**src/rtl/parity_chk_ctrl_pkg.sv**
```systemverilog
// Shared types and helpers for the parity checker sequencing controller.
package parity_ctrl_pkg;

    typedef enum logic [1:0] {
        ST_IDLE   = 2'd0,
        ST_SETTLE = 2'd1,
        ST_REPORT = 2'd2
    } state_t;

    // Value the XOR of all five bits takes for a correctly formed word.
    localparam logic PARITY_EVEN = 1'b0;

    function automatic logic parity_err(input logic [3:0] data, input logic par);
        return (^{data, par}) != PARITY_EVEN;
    endfunction

endpackage

```
**src/rtl/parity_chk_ctrl_if.sv**
```systemverilog
// Word-in / result-out handshake bundle plus status outputs of the controller.
interface parity_chk_ctrl_if #(
    parameter int CNT_W = 8
);
    logic             in_valid;
    logic             in_ready;
    logic [3:0]       in_data;
    logic             in_par;
    logic             out_valid;
    logic             out_ready;
    logic             out_err;
    logic [CNT_W-1:0] err_cnt;
    logic [7:0]       word_idx;
    logic             frame_done;
    logic [4:0]       err_word;

    modport master (
        output in_valid, in_data, in_par, out_ready,
        input  in_ready, out_valid, out_err, err_cnt, word_idx, frame_done, err_word
    );

    modport slave (
        input  in_valid, in_data, in_par, out_ready,
        output in_ready, out_valid, out_err, err_cnt, word_idx, frame_done, err_word
    );
endinterface

```
**src/rtl/parity_chk_ctrl_core.sv**
```systemverilog
// Combinational even-parity checker: 4 data bits + 1 parity bit.
module parity_chk_core
    import parity_ctrl_pkg::*;
(
    input  logic [3:0] i_data,
    input  logic       i_par,
    output logic       o_err
);
    assign o_err = (^{i_data, i_par}) != PARITY_EVEN;
endmodule

```
**src/rtl/parity_chk_ctrl.sv**
```systemverilog
// Sequencing controller for the parity checker datapath.
// Optional build macro: ERR_CAPTURE_EN (captures the most recent errored word).
//
// state     | meaning
// ----------+-----------------------------------------------------------
// ST_IDLE   | ready for a word; accepted word is latched into drive regs
// ST_SETTLE | checker inputs settling, counter runs down to zero
// ST_REPORT | result presented on out_valid/out_err until out_ready
module parity_chk_ctrl
    import parity_ctrl_pkg::*;
#(
    parameter int SETTLE    = 1,
    parameter int FRAME_LEN = 16,
    parameter int CNT_W     = 8
) (
    input  logic               clk,
    input  logic               rst_n,
    input  logic               clr,
    parity_chk_ctrl_if.slave   bus
);
    localparam bit         SETTLE_ZERO = (SETTLE == 0);
    localparam int         SETTLE_M1   = (SETTLE > 0) ? SETTLE - 1 : 0;
    localparam logic [3:0] SETTLE_LOAD = 4'(SETTLE_M1);
    localparam logic [7:0] LAST_IDX    = 8'(FRAME_LEN - 1);
    localparam logic [CNT_W-1:0] ERR_MAX = '1;
    localparam logic [CNT_W-1:0] ERR_ONE = CNT_W'(1);

    state_t           r_state;
    state_t           w_state_nxt;
    logic [3:0]       r_cnt;
    logic [3:0]       w_cnt_nxt;
    logic [3:0]       r_drv_data;
    logic             r_drv_par;
    logic             r_out_err;
    logic [CNT_W-1:0] r_err_cnt;
    logic [7:0]       r_word_idx;
    logic             r_frame_done;
    logic             w_core_err;
    logic             w_load_err;
    logic             w_accept;
    logic             w_hs;
    logic             w_enter_report;

    parity_chk_core u_core (
        .i_data (r_drv_data),
        .i_par  (r_drv_par),
        .o_err  (w_core_err)
    );

    assign w_accept       = (r_state == ST_IDLE) && bus.in_valid && !clr;
    assign w_hs           = (r_state == ST_REPORT) && bus.out_ready && !clr;
    assign w_enter_report = (w_state_nxt == ST_REPORT) && (r_state != ST_REPORT);
    // With no settle time the drive regs load on the same edge REPORT is entered,
    // so the result has to come straight from the incoming word.
    assign w_load_err     = SETTLE_ZERO ? parity_err(bus.in_data, bus.in_par) : w_core_err;

    assign bus.in_ready   = (r_state == ST_IDLE);
    assign bus.out_valid  = (r_state == ST_REPORT);
    assign bus.out_err    = r_out_err;
    assign bus.err_cnt    = r_err_cnt;
    assign bus.word_idx   = r_word_idx;
    assign bus.frame_done = r_frame_done;

    // State and settle counter registers.
    always_ff @(posedge clk or negedge rst_n) begin
        if (!rst_n) begin
            r_state <= ST_IDLE;
            r_cnt   <= 4'd0;
        end else begin
            r_state <= w_state_nxt;
            r_cnt   <= w_cnt_nxt;
        end
    end

    // Next-state and settle counter decode; clr overrides everything.
    always_comb begin
        w_state_nxt = r_state;
        w_cnt_nxt   = r_cnt;
        if (clr) begin
            w_state_nxt = ST_IDLE;
            w_cnt_nxt   = 4'd0;
        end else begin
            case (r_state)
                ST_IDLE: begin
                    if (bus.in_valid) begin
                        if (SETTLE_ZERO) begin
                            w_state_nxt = ST_REPORT;
                        end else begin
                            w_state_nxt = ST_SETTLE;
                            w_cnt_nxt   = SETTLE_LOAD;
                        end
                    end
                end
                ST_SETTLE: begin
                    if (r_cnt == 4'd0) begin
                        w_state_nxt = ST_REPORT;
                    end else begin
                        w_cnt_nxt = r_cnt - 4'd1;
                    end
                end
                ST_REPORT: begin
                    if (bus.out_ready) begin
                        w_state_nxt = ST_IDLE;
                    end
                end
                default: w_state_nxt = ST_IDLE;
            endcase
        end
    end

    // Checker drive registers, loaded only when a word is accepted.
    always_ff @(posedge clk or negedge rst_n) begin
        if (!rst_n) begin
            r_drv_data <= 4'd0;
            r_drv_par  <= 1'b0;
        end else if (w_accept) begin
            r_drv_data <= bus.in_data;
            r_drv_par  <= bus.in_par;
        end
    end

    // Result register: sampled once on entry to REPORT, then held.
    always_ff @(posedge clk or negedge rst_n) begin
        if (!rst_n) begin
            r_out_err <= 1'b0;
        end else if (clr) begin
            r_out_err <= 1'b0;
        end else if (w_enter_report) begin
            r_out_err <= w_load_err;
        end
    end

    // Frame position, saturating error count and end-of-frame pulse.
    always_ff @(posedge clk or negedge rst_n) begin
        if (!rst_n) begin
            r_err_cnt    <= '0;
            r_word_idx   <= 8'd0;
            r_frame_done <= 1'b0;
        end else if (clr) begin
            r_err_cnt    <= '0;
            r_word_idx   <= 8'd0;
            r_frame_done <= 1'b0;
        end else begin
            r_frame_done <= 1'b0;
            if (w_hs) begin
                if (r_out_err && (r_err_cnt != ERR_MAX)) begin
                    r_err_cnt <= r_err_cnt + ERR_ONE;
                end
                if (r_word_idx == LAST_IDX) begin
                    r_word_idx   <= 8'd0;
                    r_frame_done <= 1'b1;
                end else begin
                    r_word_idx <= r_word_idx + 8'd1;
                end
            end
        end
    end

`ifdef ERR_CAPTURE_EN
    logic [4:0] r_err_word;

    // Most recent errored word, taken at its result handshake.
    always_ff @(posedge clk or negedge rst_n) begin
        if (!rst_n) begin
            r_err_word <= 5'd0;
        end else if (clr) begin
            r_err_word <= 5'd0;
        end else if (w_hs && r_out_err) begin
            r_err_word <= {r_drv_data, r_drv_par};
        end
    end

    assign bus.err_word = r_err_word;
`else
    assign bus.err_word = 5'd0;
`endif

endmodule

```
**src/flat_wrapper.sv**
```systemverilog
// flat-port wrapper written by rule: the top's interface ports become plain ports
module parity_chk_ctrl_flat import parity_ctrl_pkg::*;
#(
    parameter int SETTLE    = 1,
    parameter int FRAME_LEN = 16,
    parameter int CNT_W     = 8
)
  (clk, rst_n, clr, bus_in_valid, bus_in_data, bus_in_par, bus_out_ready, bus_in_ready, bus_out_valid, bus_out_err, bus_err_cnt, bus_word_idx, bus_frame_done, bus_err_word);
  parity_chk_ctrl_if #(.CNT_W(CNT_W)) bus_i ();
  input  logic clk;
  input  logic rst_n;
  input  logic clr;
  input wire logic [$bits(bus_i.in_valid)-1:0] bus_in_valid;
  input wire logic [$bits(bus_i.in_data)-1:0] bus_in_data;
  input wire logic [$bits(bus_i.in_par)-1:0] bus_in_par;
  input wire logic [$bits(bus_i.out_ready)-1:0] bus_out_ready;
  output wire logic [$bits(bus_i.in_ready)-1:0] bus_in_ready;
  output wire logic [$bits(bus_i.out_valid)-1:0] bus_out_valid;
  output wire logic [$bits(bus_i.out_err)-1:0] bus_out_err;
  output wire logic [$bits(bus_i.err_cnt)-1:0] bus_err_cnt;
  output wire logic [$bits(bus_i.word_idx)-1:0] bus_word_idx;
  output wire logic [$bits(bus_i.frame_done)-1:0] bus_frame_done;
  output wire logic [$bits(bus_i.err_word)-1:0] bus_err_word;
  assign bus_i.in_valid = bus_in_valid;
  assign bus_i.in_data = bus_in_data;
  assign bus_i.in_par = bus_in_par;
  assign bus_i.out_ready = bus_out_ready;
  assign bus_in_ready = bus_i.in_ready;
  assign bus_out_valid = bus_i.out_valid;
  assign bus_out_err = bus_i.out_err;
  assign bus_err_cnt = bus_i.err_cnt;
  assign bus_word_idx = bus_i.word_idx;
  assign bus_frame_done = bus_i.frame_done;
  assign bus_err_word = bus_i.err_word;
  parity_chk_ctrl #(.SETTLE(SETTLE), .FRAME_LEN(FRAME_LEN), .CNT_W(CNT_W)) u_core (.clk(clk), .rst_n(rst_n), .clr(clr), .bus(bus_i));
endmodule
```
**config.mk**
```make
export PLATFORM = sky130hd
export DESIGN_NAME = parity_chk_ctrl_flat
export DESIGN_NICKNAME = d
export VERILOG_FILES = /design/src/rtl/parity_chk_ctrl_pkg.sv /design/src/rtl/parity_chk_ctrl_if.sv /design/src/rtl/parity_chk_ctrl_core.sv /design/src/rtl/parity_chk_ctrl.sv /design/src/flat_wrapper.sv
export SDC_FILE = /design/constraint.sdc
export NUM_CORES = 1
export LEC_CHECK = 0
export CAP_MARGIN = 20
export CORE_MARGIN = 5
export CORE_UTILIZATION = 34
export CTS_CLUSTER_SIZE = 30
export DETAILED_ROUTE_END_ITERATION = 6
export SLEW_MARGIN = 30
export SYNTH_ARGS = -nofsm -noshare
export SYNTH_HDL_FRONTEND = slang
export SYNTH_SLANG_ARGS = --single-unit
```
**constraint.sdc**
```tcl
create_clock -name clk -period 2.1 [get_ports clk]
set_input_delay 0.315 -clock clk [delete_from_list [all_inputs] [get_ports clk]]
set_output_delay 0.315 -clock clk [all_outputs]
set_load 0.005 [all_outputs]
```
Word-level counts from Yosys, hierarchy flattened
Cells that the tools add are included.
{ "classes": {"n_eq_ne": 8, "n_addsub": 3, "n_reduce_logical": 16, "n_mux": 20} }
{ "ops": {"columns": ["op", "count"], "rows": [
  ["8-bit two-way mux", 6],
  ["8-bit by 1-bit adder with 8-bit output, second input constant", 2],
  ["4-bit two-way mux", 3],
  ["8-bit by 4-bit equality test with 1-bit output, second input constant", 1],
  ["2-bit two-way mux", 4],
  ["8-bit != test, second input constant", 1],
  ["4-bit one-hot mux with 2 select lines", 1],
  ["1-bit logical AND", 6],
  ["3-bit != test, second input constant", 2],
  ["2-bit one-hot mux with 3 select lines", 1],
  ["2-bit nonzero test", 3],
  ["1-bit two-way mux", 5],
  ["5-bit XOR reduction", 1],
  ["2-bit equality test, second input constant", 2],
  ["4-bit zero test", 1],
  ["4-bit by 1-bit subtractor with 4-bit output, second input constant", 1],
  ["3-bit AND reduction", 1],
  ["3-bit nonzero test", 1],
  ["2-bit by 1-bit equality test with 1-bit output, second input constant", 1],
  ["2-bit zero test", 1],
  ["2-bit != test, second input constant", 1],
  ["2-bit AND reduction", 1],
  ["1-bit zero test", 1]
]} }
{ "word_totals": {"register_bits": 29, "output_inout_bits": 25} }

Depth between registers and ports, before layout
{ "depth": {"depth_word": 8, "mapped_depth": 6, "mapped_depth_nobuf": 6} }

Hierarchy
A second synthesis with hierarchy kept.
{ "unflattened": {"cells_unflattened": 158, "hier_area_um2": 1559.0} }
{ "by_module_without_submodules": {"columns": ["module", "cells_per_inst", "area_per_inst_um2", "instances", "seq_area_each_um2"], "rows": [
  ["parity_chk_ctrl", 155, 1519.0, 1, 725.7],
  ["parity_chk_core", 3, 40.0, 1, 0.0]
]} }

Least setup slack after synthesis
No wires, ideal clock.
{ "synth_path": {"path_type": "register -> register", "start": "reg u_core.r_cnt[0]", "end": "reg u_core.r_cnt[0]", "period_less_slack_ns": 1.497, "n_path_buf": 0, "t_required_ns": 2.005, "path_stages_with_launch": 7, "t_arrival_ns": 1.401, "setup_ns": 0.095, "path_slack_ns": 0.603, "path_cell_list": "dfrtp_1 -> inv_1 -> ha_1 -> nor3b_1 -> or4b_1 -> nand2b_1 -> o31ai_1"} }
{ "synth_between": {"elab_chain_len": 4, "elab_cells_between_ends": 7} }
{ "synth_rtl": {"columns": ["item", "line_no", "text"], "rows": [
  ["start: declaration", "parity_chk_ctrl.sv:30", "logic [3:0] r_cnt;"],
  ["start signal: assignment", "parity_chk_ctrl.sv:71", "r_cnt <= w_cnt_nxt;"],
  ["4-bit by 1-bit subtractor with 4-bit output", "parity_chk_ctrl.sv:98", "w_cnt_nxt = r_cnt - 4'd1;"],
  ["4-bit two-way mux", "parity_chk_ctrl.sv:95", "if (r_cnt == 4'd0) begin"],
  ["4-bit one-hot mux with 2 select lines", "parity_chk_ctrl.sv:83", "case (r_state)"],
  ["4-bit two-way mux", "parity_chk_ctrl.sv:79", "if (clr) begin"]
]} }
Several ways; a longest one is shown, not always the timed one. The select of a mux whose other input is x is not followed.
A chain may end at the register's enable or synchronous reset.

Worst setup path after layout
{ "layout_path": {"start": "reg u_core.r_state[1]", "end": "out bus_out_valid"} }
{ "layout_between": {"elab_chain_len": 1} }
{ "layout_rtl": {"columns": ["item", "line_no", "text"], "rows": [
  ["start: declaration", "parity_chk_ctrl.sv:28", "state_t r_state;"],
  ["start signal: assignment", "parity_chk_ctrl.sv:70", "r_state <= w_state_nxt;"],
  ["2-bit equality test", "parity_chk_ctrl.sv:58", "assign bus.out_valid = (r_state == ST_REPORT);"],
  ["end: declaration", "flat_wrapper.sv:18", "output wire logic [$bits(bus_i.out_valid)-1:0] bus_out_valid;"]
]} }
Every way passes these cells.

==> run_results.csv <==
group,metric,value,unit
job,drv_cap,0,
worst_setup_path,worst_ep_required_time,1780,ps
clock_tree,cts_buffers,5,
yosys,yosysTopAreaCell,"dfrtp_1",
global_routing,grt.total_usage,0.118,
worst_setup_path,crit_fanout,10,
worst_setup_path,slowest_delay,540,ps
pwr,peakVddDrop,0.000569,V
worst_setup_path,cp.depth,2,
clock_tree,h-tree-depth,2,
worst_setup_path,cpLargestDelayFamily,"buffers and inverters",
status,status,"complete, no violations",
timing,fin_worst_skew,5.73,ps
global_routing,met1_usage,0.137,
worst_setup_path,reg2reg_from,"u_core.r_cnt[0]$_DFFE_PN0P_",
timing,hold_ws,425,ps
finish,antennaDiodeCount,0,
timing,finalWorstSetupSlack,242,ps
yosys,ys_types,44,
global_routing,met2_usage,0.200,
worst_setup_path,worst-r2r-cell-count,6,
floorplan,die_w,78.4,um
yosys,synthCells,148,
yosys,yosysTopAreaCellShare,0.457,
place,io_buffers,29,
routing,drt_pass1_iterations,4,
place,place.gp.congestion,0.815,
clock_tree,post_cts_buffers,0,
worst_setup_path,crit_arrival,1540,ps
global_routing,grt_pass1_vias,1228,
worst_setup_path,endpoint,"bus_out_valid",
routing,viasPerCell,5.12,
clock_tree,clock-root-buffer,"clkbuf_8",
clock_tree,cts_tree,"yes",
timing,period_share,0.885,
routing,remaining_drc_errors,0,
place,dp_hpwl,2490,um
worst_setup_path,reg2reg_slack,460,ps
timing,fmax,0.538,GHz
global_routing,antenna_found_initial,0,
clock_tree,clkTransAtPathRegs,60,ps
pwr,power.density,862,nW/um2
yosys,ys_seq_area_frac,0.457,
global_routing,grt.overflow.total,0,
clock_tree,clkSinkCount,29,
yosys,synth_area_leaders,"dfrtp_1 (46%), mux2_2 (4.3%), nor2_1 (3.3%)",
timing,period_minus_slack,1860,ps
worst_setup_path,startpoint,"u_core.r_state[1]$_DFF_PN0_",
finish,layout_common_cells,"clkdlybuf4s50_1 (29), dfrtp_1 (29), nor2_1 (14)",
finish,layout.nets,196,
place,dp_slack,194,ps
routing,vias,1203,
floorplan,die_y,78.4,um
pwr,power,1.77,mW
worst_setup_path,r2r_end,"u_core.r_cnt[0]$_DFFE_PN0P_",
yosys,syn-cell-area,1590,um2
worst_setup_path,cp_cell_sequence,"nor2b_1, clkdlybuf4s50_1",
worst_setup_path,start_kind,"flop",
global_routing,busiest_layer,"met2",
yosys,synth_edf_count,0,
finish,drive_gt1_frac,0.131,
routing,wire_per_inst,13.9,um
yosys,syn_avg_cell_area,10.7,um2
global_routing,grt_max_degree,30,
floorplan,core_area,4440,um2
pwr,p_leak,0.894,nW
worst_setup_path,end_kind,"output port",
worst_setup_path,worstSetupPathType,"reg2out",
timing,grt_setup_unrepaired,"no",
timing,setup_viol,0,
worst_setup_path,cpMaxStageDelayCell,"clkdlybuf4s50_1",
clock_tree,ctsResizeCount,0,
timing,drv_slew,0,
yosys,ys_warn_count,0,
global_routing,grt.met3_usage,0.0458,
floorplan,top_level_ports,35,
yosys,async_reset_ff_frac,1.00,
floorplan,die-area,6140,um2
clock_tree,clockBufferDepth,2,
timing,hold_viol,0,
worst_setup_path,path_buf_inv,1,
yosys,synth-seq-cells,29,
timing,tns,0,ps
yosys,yosys_most_used_dff,"dfrtp_1",
floorplan,num_rows,24,
routing,ant_nets,0,
floorplan,initial_core_util,0.358,
routing,first_iter_violations,72,
min_path,worstHoldPathType,"in2async",
clock_tree,postCtsHoldBufs,0,
routing,wl,3280,um
finish,syn2layout_area_growth,29.1,%
global_routing,grt_pass1_wl,5800,um
clock_tree,clk_latency,280,ps
## cells in the mapped netlist, types with 4 or more instances
master and instances:
mux2_2 6, buf_4 5, ha_1 4, nand2_1 8, mux2i_1 4, nor2_1 14, nand3b_1 4, and3_1 4
xnor2_1 4, nand3_1 5, dfrtp_1 29, nor3_1 4, xor2_1 6, nand4_1 4, a21oi_1 5
## logic make-up after synthesis
logic type | Yosys count | share of synthesized area
AND/OR/NAND/NOR | 64 | 0.241
flip-flops | 29 | 0.457
AO/OA/AOI/OAI | 16 | 0.0787
buffers and inverters | 13 | 0.0527
XOR/XNOR | 11 | 0.0693
multiplexers | 10 | 0.0677
adder cells (fa/ha/maj) | 4 | 0.0315
other | 1 | 0.00236
## routing by layer
metal  wire, um  vias up
met2       1640       29
met1       1370      584
met3        224        4
met4         38        0
met5          0        -
li1           -      586
## worst min path at each step
stage,start,end,cells after the start
2_1_floorplan,rst_n,u_core.bus.err_cnt[0]$_DFFE_PN0P_,0
3_3_place_gp,u_core.r_drv_data[0]$_DFFE_PN0P_,u_core.r_drv_data[0]$_DFFE_PN0P_,1
3_5_place_dp,u_core.r_drv_data[1]$_DFFE_PN0P_,u_core.r_drv_data[1]$_DFFE_PN0P_,1
4_1_cts,rst_n,u_core.bus.word_idx[5]$_DFFE_PN0P_,2
5_1_grt,rst_n,u_core.bus.err_cnt[6]$_DFFE_PN0P_,2
6_report,rst_n,u_core.bus.word_idx[7]$_DFFE_PN0P_,2
## layout make-up
| cell class | instances | area, um2 |
|---|---|---|
| clock buffer | 5 | 68.8 |
| clock inverter | 3 | 65.1 |
| inverter | 3 | 11.3 |
| multi-input combinational | 110 | 795 |
| timing repair buffer | 33 | 320 |
| sequential | 29 | 726 |
| tap | 52 | 65.1 |
| fill | 416 | 2390 |
## through the flow
step                std cells  instance area, um2   util
floorplan                 152                1600      -
global placement          227                1920  0.431
detailed placement        227                1920  0.431
CTS                       235                2050  0.461
global route              235                2050  0.461
finish                    235                2050  0.461
## sequential cells by signal, indices dropped and copies added (netlist names)
signal / count
u_core.bus.frame_done: 1
u_core.r_drv_data: 4
u_core.r_cnt: 4
u_core.bus.out_err: 1
u_core.r_state: 2
u_core.bus.err_cnt: 8
u_core.r_drv_par: 1
u_core.bus.word_idx: 8
## report_power, final
group	switching [mW]	internal, mW
Clock	0.212	0.471
Combinational	0.157	0.237
Sequential	0.0636	0.627
Note: power is estimated with default switching activity, not from simulation.
==> RTL edit: new RTL, config.mk and constraints unchanged <==
`CNT_W` is set to 8 in 3 places; all go to 6.
--- a/src/rtl/parity_chk_ctrl_if.sv
+++ b/src/rtl/parity_chk_ctrl_if.sv
@@ -1,5 +1,5 @@
 // Word-in / result-out handshake bundle plus status outputs of the controller.
 interface parity_chk_ctrl_if #(
-    parameter int CNT_W = 8
+    parameter int CNT_W = 6
 );
     logic             in_valid;
--- a/src/rtl/parity_chk_ctrl.sv
+++ b/src/rtl/parity_chk_ctrl.sv
@@ -12,5 +12,5 @@
     parameter int SETTLE    = 1,
     parameter int FRAME_LEN = 16,
-    parameter int CNT_W     = 8
+    parameter int CNT_W     = 6
 ) (
     input  logic               clk,
--- a/src/flat_wrapper.sv
+++ b/src/flat_wrapper.sv
@@ -4,5 +4,5 @@
     parameter int SETTLE    = 1,
     parameter int FRAME_LEN = 16,
-    parameter int CNT_W     = 8
+    parameter int CNT_W     = 6
 )
   (clk, rst_n, clr, bus_in_valid, bus_in_data, bus_in_par, bus_out_ready, bus_in_ready, bus_out_valid, bus_out_err, bus_err_cnt, bus_word_idx, bus_frame_done, bus_err_word);
Interface: changed (resized bus_err_cnt); port bits go from 35 to 33. No check against the original RTL was run, so the function may have changed too.
==> RTL edit against the original RTL <==
  * Setup slack got worse by 0.018 ns
  * Total power decreased by 9.1%
  * Count of clock-buffer cells in the layout fell by 2
  * Critical endpoint unchanged
  * Area after synthesis down 5.0%
  * Wire length down 8.4%
  * Largest cell class unchanged
  * Sequential cell count fell by 2
  * Final area shrank 9.5%
  * Clock power shrank 55%
==> RTL edit: results (changes against the original RTL) <==
Synth cell types 46 (+4.5%); DRT iter0 DRCs 60 (-17%); status finished, final reports clean; number of flip-flops under the largest register name 8; CTS buffer count 3 (-2); Reg-to-Reg Start u_core.bus.word_idx[0]; Static Leak 0.803 nW (-10%); vias in the first global route 1,147 (-6.6%); critical path peak fanout 9 (-1); share of cells above drive strength 1 8.19% (-4.9 points); WL final 3.00 mm (-8.4%); worst r2r path cells 5 (-1); Routability Congestion 0.838 (+2.8%); sequential area share after synthesis 44.8% (-0.89 points); worst hold-check path type input pin to asynchronous set/reset pin; first-pass GRT wire length 5.30 mm (-8.6%); fin cells 223 (-5.1%); Post-DP HPWL 2.28 mm (-8.6%); GRT Overall Usage 10.7% (-1.1 points); CTS H-tree depth 1 (-1); synth warn 0 (unchanged); worst flop-to-flop path endpoint u_core.bus.word_idx[5]; clock skew 0.00178 ns (-0.00394 ns); R2R setup slack 0.49 ns (+0.03 ns); FILL cells 421 (+1.2%); xor/xnor share of the synthesized area 6.14% (-0.79 points); Final nets 186 (-5.1%); post-synthesis mux area share 7.13% (+0.36 points); Adder-Cell Fraction of Synth Area 3.32% (+0.17 points); Synth Area in Compound Gates 10.5% (+2.7 points); Syn Inst Count 144 (-2.7%); port bufs 27 (-6.9%); vias per cell 5.04 (-1.5%); Worst-path clk slew 0.10 ns (+0.04 ns); top cells by area, synth dfrtp_1, mux2_1, nor2_1, ha_1, buf_4; Max IR drop VDD 0.315 mV (-45%); largest net degree at the start of global routing 28 (-6.7%)
-- RTL edit: worst max path at each step --
stage                             end  slack (ns)  depth (start not counted)
2_1_floorplan  u_core.bus.word_idx[5]        0.63                          5
3_3_place_gp    u_core.bus.err_cnt[5]        0.33                          4
3_5_place_dp     u_core.r_drv_data[0]        0.29                          3
4_1_cts                 bus_out_valid        0.20                          2
5_1_grt                 bus_out_valid        0.17                          2
6_report                bus_out_valid        0.22                          2
-- RTL edit: kinds of logic after synthesis --
group,count (synthesis)
xor gates and xnor gates,9
muxes,10
other,1
buffers and inverters,15
AOI/OAI and AO/OA,21
adders and majority gates,4
and+or+nand+nor,57
DFF,27
-- RTL edit: routing by layer --
layer	vias to the layer above	track usage (%)	part of all wire, %
met2	27	18.3	48
met1	545	13.4	47
li1	549	-	-
met3	4	1.54	3.2
met4	0	4.20	1.4
met5	-	0	0
-- RTL edit: power by group --
group          internal, mW  switching, mW  leakage (nW)  total, mW
Clock                 0.139          0.168        0.0261      0.307
Combinational         0.318          0.255         0.414      0.573
Sequential            0.615          0.111         0.363      0.727
-- RTL edit: through the flow --
| stage | instance area (um2) | power (mW) | setup WS, ns | util [%] | hold WS [ns] |
|---|---|---|---|---|---|
| floorplan | 1520 | 1.16 | 0.635 | - | 0.0194 |
| global placement | 1810 | 1.30 | 0.329 | 41.8 | 0.474 |
| detailed placement | 1810 | 1.32 | 0.291 | 41.8 | 0.499 |
| CTS | 1860 | 1.63 | 0.203 | 42.9 | 0.415 |
| global route | 1860 | 1.71 | 0.173 | 42.9 | 0.435 |
| finish | 1860 | 1.61 | 0.224 | 42.9 | 0.402 |
-- RTL edit: final cells by class --
cell class | count | area, um2 | area share, %
Clock buffer | 3 | 41.3 | 2.22
Clock inverter | 1 | 8.76 | 0.472
Inverter | 5 | 18.8 | 1.01
Multi-Input combinational cell | 106 | 762 | 41.0
Sequential cell | 27 | 676 | 36.4
Tap cell | 52 | 65.1 | 3.50
Timing Repair Buffer | 29 | 285 | 15.4
-- RTL edit: worst max-delay path: stages, from the launching register on --
cell	delay, ns
dfrtp_1	0.54
nor2b_1	0.23
clkdlybuf4s50_1	0.52
